## config.mk

```make
export PLATFORM = sky130hd
export DESIGN_NAME = seq_detector_param
export DESIGN_NICKNAME = d
export VERILOG_FILES = /design/src/rtl/seq_detector_param.sv
export SDC_FILE = /design/constraint.sdc
export NUM_CORES = 1
export LEC_CHECK = 0
export ABC_CLOCK_PERIOD_IN_PS = 2009
export BUFFER_PORTS_ARGS = -buffer_cell sky130_fd_sc_hd__buf_2
export CORE_ASPECT_RATIO = 1.2
export CORE_MARGIN = 2
export CORE_UTILIZATION = 40
export CTS_BUF_LIST = sky130_fd_sc_hd__clkbuf_16
export DETAILED_ROUTE_END_ITERATION = 10
export SLEW_MARGIN = 10
export SYNTH_ARGS = -nofsm -noshare
export SYNTH_HDL_FRONTEND = slang
export SYNTH_SLANG_ARGS = --single-unit
```

## constraint.sdc

```tcl
create_clock -name clk -period 2.01 [get_ports clk]
set_input_delay 0.201 -clock clk [delete_from_list [all_inputs] [get_ports clk]]
set_output_delay 0.201 -clock clk [all_outputs]
set_load 0.005 [all_outputs]
```

## src/rtl/seq_detector_param.sv

```systemverilog
// seq_detector_param: serial detector for a runtime-loadable PAT_LEN-bit pattern.
// The pattern is held in a register, so there is no pattern-specific state
// encoding. A fill counter keeps the detector from matching on stale or
// zero-initialised history. It produces a one-cycle detect pulse and a
// saturating match counter.
module seq_detector_param #(
  parameter int                 PAT_LEN   = 4,
  parameter logic [PAT_LEN-1:0] RESET_PAT = 4'b1011,
  parameter int                 CNT_W     = 8
) (
  input  logic               clk,
  input  logic               reset,
  input  logic               seq_in,
  input  logic               in_valid,
  input  logic               overlap_en,
  input  logic [PAT_LEN-1:0] pattern_in,
  input  logic               pattern_load,
  input  logic               count_clr,
  output logic               detect_out,
  output logic [CNT_W-1:0]   match_count,
  output logic               count_sat
);

  localparam int                FILL_W    = $clog2(PAT_LEN + 1);
  localparam logic [FILL_W-1:0] FILL_FULL = FILL_W'(PAT_LEN);
  localparam logic [CNT_W-1:0]  CNT_MAX   = '1;

  logic [PAT_LEN-1:0] pat_reg;
  logic [PAT_LEN-1:0] hist_reg;
  logic [PAT_LEN-1:0] hist_next;
  logic [FILL_W-1:0]  fill_reg;
  logic [FILL_W-1:0]  fill_next;
  logic               detect_reg;
  logic [CNT_W-1:0]   count_reg;
  logic [CNT_W-1:0]   count_next;
  logic               sat_reg;
  logic               hit;

  // Candidate history/fill for this bit, match decision and next count value.
  // A match needs PAT_LEN valid bits since the last load, reset or
  // non-overlapping hit.
  always_comb begin
    hist_next  = {hist_reg[PAT_LEN-2:0], seq_in};
    fill_next  = (fill_reg == FILL_FULL) ? FILL_FULL : fill_reg + 1'b1;
    hit        = in_valid && !pattern_load &&
                 (hist_next == pat_reg) && (fill_next == FILL_FULL);
    count_next = count_reg;
    if (count_clr) begin
      count_next = '0;
    end else if (hit && (count_reg != CNT_MAX)) begin
      count_next = count_reg + 1'b1;
    end
  end

  // Pattern register, history shift register, fill counter and detect pulse.
  // A pattern load discards any sample taken on the same edge.
  always_ff @(posedge clk or posedge reset) begin
    if (reset) begin
      pat_reg    <= RESET_PAT;
      hist_reg   <= '0;
      fill_reg   <= '0;
      detect_reg <= 1'b0;
    end else if (pattern_load) begin
      pat_reg    <= pattern_in;
      hist_reg   <= '0;
      fill_reg   <= '0;
      detect_reg <= 1'b0;
    end else if (in_valid) begin
      detect_reg <= hit;
      hist_reg   <= hist_next;
      // Non-overlapping mode demands a completely fresh pattern after a hit.
      fill_reg   <= (hit && !overlap_en) ? '0 : fill_next;
    end else begin
      detect_reg <= 1'b0;
    end
  end

  // Saturating match counter; the saturation flag tracks the registered count.
  always_ff @(posedge clk or posedge reset) begin
    if (reset) begin
      count_reg <= '0;
      sat_reg   <= 1'b0;
    end else begin
      count_reg <= count_next;
      sat_reg   <= (count_next == CNT_MAX);
    end
  end

  assign detect_out  = detect_reg;
  assign match_count = count_reg;
  assign count_sat   = sat_reg;

endmodule

```

; Word level (Yosys, flattened, before mapping)
; Cells that the tools add are included.
[totals]
register_bits = 20
output_inout_bits = 10
word_cells = 31
[op_classes]
addsub = 2
eq_ne = 5
n_mux = 10
reduce_logical = 8
[op_table]
columns = operator, n
row1 = 3-bit two-way mux, 6
row2 = 8-bit two-way mux, 2
row3 = "8-bit by 1-bit adder with 8-bit output, second input constant", 1
row4 = "8-bit == test, second input constant", 1
row5 = "8-bit inequality test, second input constant", 1
row6 = "3-bit == test, second input constant", 2
row7 = 1-bit logical AND, 5
row8 = 4-bit == test, 1
row9 = "3-bit by 1-bit adder with 3-bit output, second input constant", 1
row10 = 1-bit logical NOT, 2
row11 = 1-bit two-way mux, 2
row12 = 2-bit nonzero test, 1

; Logic depth before layout (Yosys ltp)
[depth]
depth_word = 8
depth_mapped = 9

; Least setup slack after synthesis
; No wires, ideal clock.
[synth_timing]
path_type = reg-to-reg
from = reg fill_reg[0]
to = reg sat_reg, in the netlist count_sat
setup_time_ps = 96
arrival_time_ps = 2079
required_time_ps = 1914
slack_ps = -165
stages_incl_launch_ff = 10
path_buffers = 1
period_less_slack_ps = 2175
path_cell_list = dfrtp_1 -> inv_1 -> ha_1 -> nand3b_2 -> o2111ai_2 -> or4_4 -> buf_6 -> mux2i_1 -> nand4b_1 -> nor4_2
[synth_via]
elab_chain_len = 8
word_cells_on_any_way = 9
[synth_lines]
columns = item, line
row1 = from (decl), 31  ; logic [FILL_W-1:0] fill_reg;
row2 = from (signal assigned), 72  ; fill_reg <= (hit && !overlap_en) ? '0 : fill_next;
row3 = 3-bit by 1-bit adder with 3-bit output / 3-bit == test (equally long branches), 44  ; fill_next = (fill_reg == FILL_FULL) ? FILL_FULL : fill_reg + 1'b1;
row4 = 3-bit two-way mux (*), 44
row5 = 3-bit == test (*), 46  ; (hist_next == pat_reg) && (fill_next == FILL_FULL);
row6 = 1-bit logical AND (*), 46
row7 = 1-bit logical AND (*), 50  ; end else if (hit && (count_reg != CNT_MAX)) begin
row8 = 8-bit two-way mux (*), 50
row9 = 8-bit two-way mux (*), 48  ; if (count_clr) begin
row10 = 8-bit == test (*), 85  ; sat_reg <= (count_next == CNT_MAX);
row11 = to (signal assigned), 85
row12 = to (decl), 36  ; logic sat_reg;
; Every way passes the cells marked *; elsewhere a longest branch is shown, timed or not.
; A chain may end at the register's enable or synchronous reset.

; Final worst setup path
; Same ends and word-level chain as after synthesis.

==> out/summary.txt <==
Worst-margin pin slew: 0.760 ns
Required time at the worst-slack endpoint: 2.17 ns
CP Max Fanout: 4
Ant diodes: 0
Initial Util: 0.425
GRT overflow: 0
Layout area overhead: 30.8%
VDD IR-drop max: 0.000512 V
Endpoints failing setup: 1
First-pass GRT wire length: 4090 microns
Vias in the first global route: 955
Die width: 53.9 microns
Drt total wl: 2480 microns
Min Clock Period, post-route: 2.07 ns
Nets: 165
Outcome: complete, but fails checks
Failing checks: negative setup slack
Cell Area, Synth: 1190 sq um
Peak Freq: 482 MHz
Commonest non-fill, non-tap cell in the layout: buf_2
DRC violations left: 0
Avg Cell Area, Syn: 10.1 sq um
Number of buffers created by CTS: 3
Largest net degree at the start of global routing: 21
CTS Sinks: 20
Max-slew violation count: 0
Placed insts: 178
Wire length per cell: 13.5 microns
Final critical-path share of the clock period: 1.03
Row count: 21
Tot GR Track Use: 0.159
Clk_lat worst skew: 0.25 ns
Non-Filler Instances: 184
Pwr/cell area: 698 nW/um^2
Mapped Cells: 118
Post-synth EDFFs: 0
Initial antenna violation count: 0
Hold Path Class: in2async
Worst Skew: 0.00120 ns
Routed Antenna Nets: 0
Synth Register Bits: 20
CTS Buffer Depth: 2
Clock H-tree levels: 1
Core area: 2810 sq um
MaxCap Viol Count: 0
Sequential cell area fraction in the yosys report: 0.422
Syn Nets: 132
Clock root cell: clkbuf_16
RSZ-0062 raised after global routing: yes
Hold violation total from the final report: 0
Layout cell share with drive strength beyond 1: 0.400
IO Count: 21
HPWL after detailed placement: 1890 microns
CTS Hold Buffers Added: 0
CP Launch Type: flop
CP endpoint kind: flop
Distinct cells, synth: 44
Clk slew on worst S/H paths: 0.06 ns
CP Data Arrival Time: 2.24 ns
Initial DRC count: 13
Asr flop ratio synth: 1.00
Die H: 63.9 microns
Pre-CTS setup slack: -0.0549 ns
Die area: 3440 sq um
Vias per cell: 5.20
Ys flop type: dfrtp_1
Fill count: 252
Setup slack after layout: -0.0640 ns
Via count: 956
Max FFs per register: 8
Setup CP Type: reg2reg
DR pass1 iterations: 3
Global placement routability congestion: 0.933
Max_slew headroom: 0.493
Yosys warning count: 0
Commonest cells after routing, fill and taps aside: buf_2 (20), dfrtp_1 (17), nor2_1 (15)
Pleak: 0.725 nW
TritonCTS clock tree: done
PortBufs: 20
==> power breakdown <==
| part | internal [mW] | switching, mW | total (mW) | leakage, nW |
|---|---|---|---|---|
| registers | 0.421 | 0.0111 | 0.432 | 0.265 |
| logic | 0.0555 | 0.0523 | 0.108 | 0.410 |
| clock network | 0.395 | 0.155 | 0.551 | 0.0511 |
| total | 0.872 | 0.219 | 1.09 | 0.725 |
==> layout make-up <==
type	instances	area [sq um]	area share
Tap cell	34	42.5	0.0272
Timing Repair Buffer	33	198	0.127
Inverter	6	22.5	0.0144
Clock inverter	1	30.0	0.0192
Multi-Input combinational cell	87	691	0.442
Clock buffer	3	75.1	0.0480
Sequential cell	20	504	0.323
==> routing by layer <==
metal,wire [microns],up-vias,global-route usage,part of all wire
met5,0,-,0,0
met4,70,0,0.0929,0.028
met3,83,7,0.0257,0.034
met2,1210,23,0.252,0.49
met1,1110,441,0.197,0.45
li1,-,485,-,-
==> cells by family after synthesis <==
group | count (synthesis) | share of synthesized area
multiplexers | 10 | 0.0890
XOR/XNOR | 9 | 0.0723
adder cells (fa/ha/maj) | 3 | 0.0314
AO/OA/AOI/OAI | 13 | 0.0848
flip-flops | 20 | 0.422
AND/OR/NAND/NOR | 52 | 0.250
buffers and inverters | 11 | 0.0503
==> worst paths after layout <==
kind,startpoint,endpoint,slack [ns],cells past startpoint
setup reg to reg,fill_reg[0],count_sat,-0.06,8
max in group asynchronous,reset,fill_reg[2],1.46,2
min in group clk,pattern_in[1],pat_reg[1],0.17,2
hold / removal,reset,hist_reg[2],0.07,2
setup / recovery,fill_reg[0],count_sat,-0.06,8
hold reg to reg,pat_reg[2],pat_reg[2],0.53,1
==> Yosys cell counts, drive strengths merged, types with 2 or more instances <==
master    n  share of area
nand2     7          0.022
o2111ai   2          0.020
and3      2          0.010
nor4      4          0.031
o21ai     4          0.020
buf       4          0.028
mux2      5          0.047
nand4     4          0.021
ha        3          0.031
nor3      3          0.013
nand2b    3          0.016
nor2b     2          0.013
nand3     5          0.025
nor2     15          0.047
xnor2     4          0.036
xor2      5          0.037
dfrtp    17           0.36
mux2i     5          0.042
nand3b    2          0.016
a21oi     2         0.0084
inv       5          0.016
dfstp     3          0.066
==> through the flow <==
stage                     hold slack (ns)  TNS [ns]  power (mW)   util  instance area, sq um
after global placement              0.369         0       0.538  0.506                  1420
after global routing                0.162    -0.191        1.13  0.556                  1560
after detailed placement            0.376   -0.0549       0.542  0.506                  1420
after CTS                           0.110   -0.0597        1.10  0.546                  1540
after floorplan                     0.163         0       0.514      -                  1230
final                              0.0738   -0.0640        1.09  0.556                  1560
==> critical path, stage by stage (launching register included) <==
cell and delay (ns):
dfrtp_1 0.41, inv_2 0.09, ha_4 0.21, nor2b_4 0.12
o21ai_2 0.08, or4_4 0.54, mux2i_2 0.19, nand4b_1 0.19
nor4_2 0.15
==> what timing repair did <==
action,in CTS,in global routing
setup endpoints to repair,1,5
pin swaps,0,1
gates resized for setup,0,3
cloned,0,0
setup buffers,1,1
(Power assumes the default switching activity.)
